**src/rtl/spi_4094_sequencer_pkg.sv**
```systemverilog
// Shared encodings and defaults for the 4094 serial-latch sequencer and its register-bank neighbours.
package spi_4094_sequencer_pkg;

    localparam int DEF_WIDTH = 24;
    localparam int DEF_DIV   = 4;

    // Register-bank addresses seen by the write path that feeds this block.
    localparam logic [7:0] REG_ADDR_CTRL = 8'h00;
    localparam logic [7:0] REG_ADDR_4094 = 8'h04;

    typedef enum logic [1:0] {
        S_IDLE     = 2'd0,
        S_SHIFT_LO = 2'd1,
        S_SHIFT_HI = 2'd2,
        S_STROBE   = 2'd3
    } state_e;

endpackage

```
**src/rtl/spi_4094_sequencer_clk_div_phase.sv**
```systemverilog
// Reloadable phase down-counter; tc is high while the count sits at zero.
// Latency: tc asserts DIV-1 cycles after reload (DIV cycles per phase).
// Backpressure: none; reload always wins over the count.
module clk_div_phase #(
    parameter int DIV = 4
) (
    input  logic clk,
    input  logic rst,
    input  logic reload,
    output logic tc
);

    localparam int CW = $clog2(DIV) + 1;
    localparam logic [CW-1:0] RELOAD_VAL = CW'(DIV - 1);

    logic [CW-1:0] cnt_q;
    logic [CW-1:0] cnt_d;

    always_comb begin
        cnt_d = cnt_q;
        if (reload) begin
            cnt_d = RELOAD_VAL;
        end else if (cnt_q != '0) begin
            cnt_d = cnt_q - CW'(1);
        end
    end

    always_ff @(posedge clk) begin
        if (rst) begin
            cnt_q <= '0;
        end else begin
            cnt_q <= cnt_d;
        end
    end

    assign tc = (cnt_q == '0);

endmodule

```
**src/rtl/spi_4094_sequencer.sv**
```systemverilog
// Bit-bangs a WIDTH-bit word MSB-first into a 74HC4094 chain, strobes it, then enables outputs.
// Latency: busy rise to done pulse is (2*WIDTH+1)*DIV cycles; all pin outputs are registered.
// Backpressure: none; writes while busy park in a one-deep pending slot, last write wins.
module spi_4094_sequencer
    import spi_4094_sequencer_pkg::*;
#(
    parameter int WIDTH = DEF_WIDTH,
    parameter int DIV   = DEF_DIV
) (
    input  logic             clk,
    input  logic             rst,
    input  logic [WIDTH-1:0] data_in,
    input  logic             load,
    output logic             busy,
    output logic             done,
    output logic             o_clk,
    output logic             o_data,
    output logic             o_strobe,
    output logic             o_oe
);

    localparam int CNT_W = (WIDTH > 1) ? $clog2(WIDTH) : 1;
    localparam logic [CNT_W-1:0] LAST_BIT = CNT_W'(WIDTH - 1);

    state_e           state_q, state_d;
    logic [WIDTH-1:0] shift_q, shift_d;
    logic [WIDTH-1:0] pend_q, pend_d;
    logic             pending_q, pending_d;
    logic [CNT_W-1:0] bit_cnt_q, bit_cnt_d;

    logic busy_q, busy_d;
    logic done_q, done_d;
    logic o_clk_q, o_clk_d;
    logic o_data_q, o_data_d;
    logic o_strobe_q, o_strobe_d;
    logic o_oe_q, o_oe_d;

    logic phase_tc;
    logic phase_reload;
    logic strobe_exit;

    // Every state entry restarts the half-period timer.
    assign phase_reload = (state_d != state_q);
    assign strobe_exit  = (state_q == S_STROBE) && phase_tc;

    clk_div_phase #(
        .DIV (DIV)
    ) u_phase (
        .clk    (clk),
        .rst    (rst),
        .reload (phase_reload),
        .tc     (phase_tc)
    );

    always_ff @(posedge clk) begin
        if (rst) begin
            state_q <= S_IDLE;
        end else begin
            state_q <= state_d;
        end
    end

    always_comb begin
        state_d = state_q;
        case (state_q)
            S_IDLE: begin
                if (load) state_d = S_SHIFT_LO;
            end
            S_SHIFT_LO: begin
                if (phase_tc) state_d = S_SHIFT_HI;
            end
            S_SHIFT_HI: begin
                if (phase_tc) state_d = (bit_cnt_q == '0) ? S_STROBE : S_SHIFT_LO;
            end
            S_STROBE: begin
                if (phase_tc) state_d = (load || pending_q) ? S_SHIFT_LO : S_IDLE;
            end
            default: state_d = S_IDLE;
        endcase
    end

    always_comb begin
        shift_d   = shift_q;
        pend_d    = pend_q;
        pending_d = pending_q;
        bit_cnt_d = bit_cnt_q;
        case (state_q)
            S_IDLE: begin
                if (load) begin
                    shift_d   = data_in;
                    bit_cnt_d = LAST_BIT;
                end
            end
            S_SHIFT_HI: begin
                if (phase_tc && (bit_cnt_q != '0)) begin
                    shift_d   = shift_q << 1;
                    bit_cnt_d = bit_cnt_q - CNT_W'(1);
                end
            end
            S_STROBE: begin
                // A write landing on the exit cycle is newer than anything parked.
                if (phase_tc && load) begin
                    shift_d   = data_in;
                    bit_cnt_d = LAST_BIT;
                    pending_d = 1'b0;
                end else if (phase_tc && pending_q) begin
                    shift_d   = pend_q;
                    bit_cnt_d = LAST_BIT;
                    pending_d = 1'b0;
                end
            end
            default: ;
        endcase
        if (load && (state_q != S_IDLE) && !strobe_exit) begin
            pend_d    = data_in;
            pending_d = 1'b1;
        end
    end

    always_comb begin
        busy_d     = (state_d != S_IDLE);
        o_clk_d    = (state_d == S_SHIFT_HI);
        o_strobe_d = (state_d == S_STROBE);
        o_data_d   = 1'b0;
        if ((state_d == S_SHIFT_LO) || (state_d == S_SHIFT_HI)) begin
            o_data_d = shift_d[WIDTH-1];
        end
        done_d = strobe_exit;
        o_oe_d = o_oe_q | strobe_exit;
    end

    always_ff @(posedge clk) begin
        if (rst) begin
            shift_q    <= '0;
            pend_q     <= '0;
            pending_q  <= 1'b0;
            bit_cnt_q  <= '0;
            busy_q     <= 1'b0;
            done_q     <= 1'b0;
            o_clk_q    <= 1'b0;
            o_data_q   <= 1'b0;
            o_strobe_q <= 1'b0;
            o_oe_q     <= 1'b0;
        end else begin
            shift_q    <= shift_d;
            pend_q     <= pend_d;
            pending_q  <= pending_d;
            bit_cnt_q  <= bit_cnt_d;
            busy_q     <= busy_d;
            done_q     <= done_d;
            o_clk_q    <= o_clk_d;
            o_data_q   <= o_data_d;
            o_strobe_q <= o_strobe_d;
            o_oe_q     <= o_oe_d;
        end
    end

    assign busy     = busy_q;
    assign done     = done_q;
    assign o_clk    = o_clk_q;
    assign o_data   = o_data_q;
    assign o_strobe = o_strobe_q;
    assign o_oe     = o_oe_q;

endmodule
```
**config.mk**
```make
export PLATFORM = sky130hd
export DESIGN_NAME = spi_4094_sequencer
export DESIGN_NICKNAME = d
export VERILOG_FILES = /design/src/rtl/spi_4094_sequencer_pkg.sv /design/src/rtl/spi_4094_sequencer_clk_div_phase.sv /design/src/rtl/spi_4094_sequencer.sv
export SDC_FILE = /design/constraint.sdc
export NUM_CORES = 1
export LEC_CHECK = 0
export ABC_AREA = 1
export BUFFER_PORTS_ARGS = -buffer_cell sky130_fd_sc_hd__buf_2
export CAP_MARGIN = 25
export CELL_PAD_IN_SITES_DETAIL_PLACEMENT = 1
export CELL_PAD_IN_SITES_GLOBAL_PLACEMENT = 1
export CORE_ASPECT_RATIO = 0.75
export CORE_MARGIN = 3
export CORE_UTILIZATION = 41
export DETAILED_ROUTE_END_ITERATION = 10
export PLACE_DENSITY_LB_ADDON = 0.1
export SYNTH_ARGS = -nofsm -noshare
export SYNTH_HDL_FRONTEND = slang
export SYNTH_HIERARCHICAL = 1
export SYNTH_SLANG_ARGS = --single-unit
```
**constraint.sdc**
```tcl
create_clock -name clk -period 2.4 [get_ports clk]
set_clock_uncertainty 0.05 [all_clocks]
set_input_delay 0.48 -clock clk [delete_from_list [all_inputs] [get_ports clk]]
set_output_delay 0.48 -clock clk [all_outputs]
set_load 0.01 [all_outputs]
```
==> results.sh, run 1 <==
export IMPL_dieArea_mm2=0.009444
export IMPL_antenna_found_initial=0
export IMPL_layout_setup_ws_ns=0.2267
export IMPL_async_flop_share_pct=0
export IMPL_n_fill_cell=1104
export IMPL_yosysTopAreaCellShare_pct=38.22
export IMPL_synth_commonest_cells="nand2_1 (170), nor2_1 (104), dfxtp_1 (65), inv_1 (47), o21ai_0 (37)"
export IMPL_drt_antenna_violating_nets=0
export IMPL_port_buffers=32
export IMPL_drtIter0Drc=141
export IMPL_drv_cap=0
export IMPL_netlist_instances=545
export IMPL_die_w_um=111.2
export IMPL_clockPowerShare_pct=26.2
export IMPL_relSlewSlack_pct=58.69
export IMPL_die_h_um=84.92
export IMPL_status="finished, final reports clean"
export IMPL_gp_congestion=0.7805
export IMPL_grt_usage_pct=22.28
export IMPL_start_util_pct=42.62
export IMPL_numCtsBuffers=9
export IMPL_gr_total_overflow=0
export IMPL_hold_path_class="in -> reg"
export IMPL_area_growth_pct=14.88
export IMPL_hold_slack_ns=0.3317
export IMPL_ys_types=27
export IMPL_critPathMaxFanout=9
export IMPL_synth_net_count=579
export IMPL_drive_above_1_share_pct=13.77
export IMPL_grt_pass1_vias=3424
export IMPL_seqPwrFrac_pct=36.5
export IMPL_synth_edf_count=0
export IMPL_critPathLaunchType="register"
export IMPL_wire_per_inst_um=14.47
export IMPL_first_pass_iters=4
export IMPL_powerDensity_mw_per_mm2=1016
export IMPL_grt_first_pass_wirelength_um=17020
export IMPL_htree_levels=3
export IMPL_dpl_cell_count=667
export IMPL_p_int_mw=2.424
export IMPL_syn_area_per_cell_um2=6.247
export IMPL_ir_worst_vdd_mv=0.4059
export IMPL_fin_crit_ns=2.173
export IMPL_ys_flop_type="dfxtp_1"
export IMPL_n_antenna_cell=0
export IMPL_drc=0
export IMPL_tightest_slew_ns=0.6177
export IMPL_max_freq_mhz=460.1
export IMPL_drt_total_wl_um=9924
export IMPL_end_kind="register"
export IMPL_yosysMostFrequentCell="nand2_1"
export IMPL_hold_buffers=0
export IMPL_cts_tree="built"
export IMPL_clkLatencyLatePin_ns=0.35
export IMPL_ys_ff_latch=65
export IMPL_crit_type="reg -> reg"
export IMPL_swShare_pct=39.01
export IMPL_clockRootBuffer="clkbuf_8"
export IMPL_combinationalPowerShare_pct=37.3
export IMPL_p_total_mw=3.975
export IMPL_slew_violations=0
export IMPL_post_place_ws_ns=-0.1164
export IMPL_num_rows=28
export IMPL_post_route_util_pct=48.97
export IMPL_boundaryPins=33
export IMPL_ys_seq_area_share_pct=38.22
export IMPL_required_ns=2.60
export IMPL_nets=610
export IMPL_hold_viol=0
export IMPL_cts_buffer_depth=2
export IMPL_dp_hpwl_um=6505
export IMPL_cts_clk_slew_worst_paths_ns=0.07
export IMPL_cp_data_arrival_time_ns=2.37
export IMPL_vias=3433
export IMPL_grt_max_degree=36
export IMPL_rsz0062_at_grt="no"
export IMPL_layout_cells_non_filler=686
export IMPL_viasPerCell=5.004
export IMPL_yosys_area_top_type="dfxtp_1"
export IMPL_syn_area_mm2=0.003405
export IMPL_setup_violations=0
export IMPL_synthTopCellsByArea="dfxtp_1 (38%), nand2_1 (19%), nor2_1 (11%)"
export IMPL_finalCritPeriodShare_pct=90.56
export IMPL_clock_sinks=65
export IMPL_p_leak_nw=1.777
export IMPL_synth_warnings=6
export IMPL_core_mm2=0.007988
export IMPL_switchingPower_mw=1.551
## per-layer routing
layer  wire length, um  vias up  GRT usage, %  part of all wire (%)
met1              4921     1619         29.50                    50
met5                 0        -             0                     0
met2              4542       55         37.22                    46
li1                  -     1746             -                     -
met3               330       13         4.490                   3.3
met4               130        0         6.298                   1.3
## power by group through the flow
stage                     clock network [mW]  registers [mW]  logic, mW
after CTS                               1.07            1.45       1.46
after detailed placement                   0            1.47       1.43
after global placement                     0            1.46       1.37
after global routing                    1.13            1.48       1.71
after floorplan                            0            1.44       1.07
final                                   1.04            1.45       1.48
## worst paths after layout
check,cells past startpoint,slack [ns],end,start
setup / recovery,15,0.23,u_phase/cnt_q[1],u_phase/cnt_q[0]
hold / removal,3,0.33,pend_q[10],data_in[10]
setup reg to reg,15,0.23,u_phase/cnt_q[1],u_phase/cnt_q[0]
hold reg to reg,2,0.42,shift_q[16],shift_q[16]
## cell type report
type	instances	area, um2	share of cell area, %
clock buffers	15	196.4	5.022
flip-flops and latches	65	1301	33.27
repair buffers	46	269.0	6.878
inverters	53	198.9	5.086
multi-input cells	401	1784	45.62
clock inverters	1	30.03	0.7678
well taps	105	131.4	3.359
## critical path, cell delays in order, from the launching register on
cell	delay, ns
dfxtp_1	0.33
inv_1	0.07
ha_1	0.24
nand2_2	0.10
inv_1	0.05
buf_4	0.17
nand2_1	0.14
nand2_1	0.10
a21oi_1	0.15
nor2_1	0.09
inv_1	0.13
o22ai_1	0.09
inv_1	0.15
nand3_1	0.10
nand2_1	0.07
inv_1	0.04
## logic make-up (layout without fill, tap and decap cells)
kind of cell / after synthesis / count (layout) / synth area share [%]
buffers and inverters: 80 / 115 / 9.923
adder cells (fa/ha/maj): 7 / 7 / 2.572
AND/OR/NAND/NOR: 306 / 307 / 36.09
AO/OA/AOI/OAI: 86 / 86 / 12.94
flip-flops: 65 / 65 / 38.22
XOR/XNOR: 1 / 1 / 0.2573
## cell usage in the layout, fill, tap and decap left out, drive strengths merged
cell,instances
ha,7
bufinv,1
dfxtp,65
o21a,1
nand3,21
nand4,2
o21ai,52
or2,1
clkbuf,15
buf,46
a21boi,1
o22ai,1
inv,53
nor3,2
a21oi,31
nand3b,1
nand2,172
xnor2,1
nor2,108
## flip-flops by register name, summed over array words and instances, names as in the netlist
name,cells
o_strobe,1
shift_q,24
u_phase/cnt_q,3
o_oe,1
state_q,2
o_data,1
done,1
pend_q,24
busy,1
o_clk,1
pending_q,1
bit_cnt_q,5
## timing repair
action | CTS | global route
buffers inserted | 0 | 2
resized for setup | 0 | 3
pin swaps | 1 | 1
hold endpoints to repair | 0 | 0
setup endpoints to repair | 23 | 26
cloned | 1 | 0
## per-stage QoR
| stage | area, um2 | TNS [ns] |
|---|---|---|
| after floorplan | 3405 | 0 |
| after global placement | 3647 | 0 |
| after detailed placement | 3647 | -2.292 |
| after CTS | 3884 | 0 |
| after global routing | 3911 | 0 |
| final | 3911 | 0 |
No activity file was read; power rests on OpenSTA's default activity.
==> run 2: changes to the inputs <==
--- a/config.mk
+++ b/config.mk
@@ -12,10 +12,10 @@
 export CELL_PAD_IN_SITES_GLOBAL_PLACEMENT = 1
 export CORE_ASPECT_RATIO = 0.75
 export CORE_MARGIN = 3
-export CORE_UTILIZATION = 41
+export CORE_UTILIZATION = 42
 export DETAILED_ROUTE_END_ITERATION = 10
 export PLACE_DENSITY_LB_ADDON = 0.1
+export SKIP_CTS_REPAIR_TIMING = 1
 export SYNTH_ARGS = -nofsm -noshare
 export SYNTH_HDL_FRONTEND = slang
-export SYNTH_HIERARCHICAL = 1
 export SYNTH_SLANG_ARGS = --single-unit
==> results.sh, run 2 <==
export IMPL_status="finished, final reports clean"
export IMPL_clkLatencyLatePin_ns=0.33
export IMPL_core_mm2=0.008128
export IMPL_r2r_end="o_data"
export IMPL_drive_above_1_share_pct=13.64
export IMPL_clock_sinks=65
export IMPL_drt_total_wl_um=11220
export IMPL_yosysMostFrequentCell="nand2_1"
export IMPL_ys_flop_type="dfxtp_1"
export IMPL_crit_start="u_phase.cnt_q[0]"
export IMPL_end_kind="register"
export IMPL_slew_violations=0
export IMPL_final_cell_mix="nand2_1 (140), nor2_1 (109), dfxtp_1 (65)"
export IMPL_cts_tree="built"
export IMPL_drtIter0Drc=233
export IMPL_biggestRegsByFlops="pend_q (24), shift_q (24), bit_cnt_q (5)"
export IMPL_required_ns=2.62
export IMPL_layout_setup_ws_ns=0.1818
export IMPL_die_h_um=86.54
export IMPL_swShare_pct=38.56
export IMPL_p_leak_nw=1.833
export IMPL_syn_area_per_cell_um2=6.372
export IMPL_dp_hpwl_um=7594
export IMPL_n_antenna_cell=0
export IMPL_viasPerCell=5.395
export IMPL_grt_pass1_vias=3882
export IMPL_seqPwrFrac_pct=33.0
export IMPL_crit_type="reg -> reg"
export IMPL_switchingPower_mw=1.685
export IMPL_hold_viol=0
export IMPL_fin_area_mm2=0.004169
export IMPL_wire_per_inst_um=16.05
export IMPL_cts_clk_slew_worst_paths_ns=0.05
export IMPL_clockPowerShare_pct=30.3
export IMPL_cp_common_cell="ha_1"
export IMPL_critPathMaxFanout=7
export IMPL_cp_data_arrival_time_ns=2.43
export IMPL_worstSetupEndpoint="o_data"
export IMPL_post_dp_cell_area_mm2=0.003867
export IMPL_setup_violations=0
export IMPL_start_util_pct=44.69
export IMPL_p_int_mw=2.684
export IMPL_gr_total_overflow=0
export IMPL_finalCritPeriodShare_pct=92.42
export IMPL_post_route_util_pct=51.29
export IMPL_die_w_um=113.4
export IMPL_vias=3771
export IMPL_ys_ff_latch=65
export IMPL_post_place_ws_ns=0.1051
export IMPL_ys_seq_area_share_pct=35.83
export IMPL_rrSetupSlack_ns=0.18
export IMPL_numCtsBuffers=9
export IMPL_boundaryPins=33
export IMPL_clockRootBuffer="clkbuf_16"
export IMPL_yosys_area_top_type="dfxtp_1"
export IMPL_setup_tns_ns=0
export IMPL_num_rows=28
export IMPL_first_pass_iters=4
export IMPL_drv_cap=0
export IMPL_r2r_start="u_phase.cnt_q[0]"
export IMPL_synthTopCellsByArea="dfxtp_1 (36%), nand2_1 (14%), nor2_1 (11%)"
export IMPL_synth_warnings=0
export IMPL_ir_worst_vdd_mv=0.5214
export IMPL_combinationalPowerShare_pct=36.7
export IMPL_powerDensity_mw_per_mm2=1048
export IMPL_synth_edf_count=0
export IMPL_grt_first_pass_wirelength_um=19380
export IMPL_tightest_slew_ns=0.5973
export IMPL_syn_area_mm2=0.003632
export IMPL_gp_congestion=0.7515
export IMPL_port_buffers=32
export IMPL_rr_worst_depth=8
export IMPL_critPathLaunchType="register"
export IMPL_crit_path_cell_trace="inv_1, ha_1, nand2_1, nor2_2, o31ai_2, ha_1, or2_2, a21oi_1"
export IMPL_grt_max_degree=52
export IMPL_async_flop_share_pct=0
export IMPL_drc=0
export IMPL_rsz0062_at_grt="no"
export IMPL_cts_buffer_depth=2
export IMPL_slowest_delay_ns=0.36
export IMPL_area_growth_pct=14.78
export IMPL_ys_types=31
export IMPL_synth_commonest_cells="nand2_1 (140), nor2_1 (110), dfxtp_1 (65), o21ai_0 (51), nand4_1 (45)"
export IMPL_fin_crit_ns=2.218
export IMPL_htree_levels=3
export IMPL_antenna_found_initial=0
export IMPL_final_common_cell="nand2_1"
export IMPL_hold_path_class="in -> reg"
export IMPL_max_freq_mhz=450.8
export IMPL_synth_net_count=604
export IMPL_nets=624
export IMPL_cp_slowest_cell="o31ai_2"
export IMPL_relSlewSlack_pct=60.18
export IMPL_grt_usage_pct=24.73
export IMPL_drt_antenna_violating_nets=0
export IMPL_netlist_instances=570
export IMPL_yosysTopAreaCellShare_pct=35.83
export IMPL_dieArea_mm2=0.009811
run 2: layout make-up:
cell class / count / area, um2
flip-flops and latches: 65 / 1301
clock buffers: 12 / 256.5
inverters: 49 / 186.4
fillers: 1135 / 3959
clock inverters: 3 / 40.04
repair buffers: 47 / 297.8
well taps: 105 / 131.4
multi-input cells: 418 / 1956
run 2: worst min-delay path by stage:
stage	startpoint	slack (ns)	depth (start not counted)	to
floorplan	pend_q[23]	0.38	2	pend_q[23]
finish	data_in[7]	0.38	3	pend_q[7]
detailed placement	o_oe	0.41	2	o_oe
global placement	pend_q[23]	0.39	2	pend_q[23]
global route	data_in[11]	0.41	3	pend_q[11]
CTS	data_in[7]	0.37	3	pend_q[7]
run 2: per-layer routing:
metal | part of all wire [%] | GRT usage [%]
met1 | 47 | 31.96
met2 | 47 | 41.67
met3 | 4.5 | 5.304
met4 | 1.3 | 7.533
met5 | 0 | 0
run 2: worst max-delay path: cells and delay by family, from the launching register on:
kind | cells | cell delay, ns
compound gates | 2 | 0.48
fa+ha+maj | 2 | 0.57
buf+inv | 1 | 0.07
flops | 1 | 0.34
simple gates | 3 | 0.64
run 2: through the flow:
step | total power [mW] | hold slack, ns | instances
floorplan | 2.621 | 0.3803 | 570
global route | 4.708 | 0.4093 | 699
detailed placement | 3.048 | 0.4074 | 684
global placement | 2.936 | 0.3932 | 684
finish | 4.369 | 0.3829 | 699
CTS | 4.397 | 0.3732 | 699
run 2: logic make-up after synthesis:
logic type / count (synthesis) / share of synthesized area (%)
buffers and inverters: 87 / 10.40
XOR/XNOR: 2 / 0.4823
adder cells (fa/ha/maj): 7 / 2.411
flip-flops: 65 / 35.83
AND/OR/NAND/NOR: 343 / 41.44
AO/OA/AOI/OAI: 66 / 9.438
run 2: power by group through the flow:
stage	registers, mW	clock network, mW	logic (mW)
floorplan	1.43	0	1.19
global route	1.47	1.40	1.84
finish	1.44	1.32	1.60
global placement	1.45	0	1.49
detailed placement	1.46	0	1.59
CTS	1.44	1.35	1.61
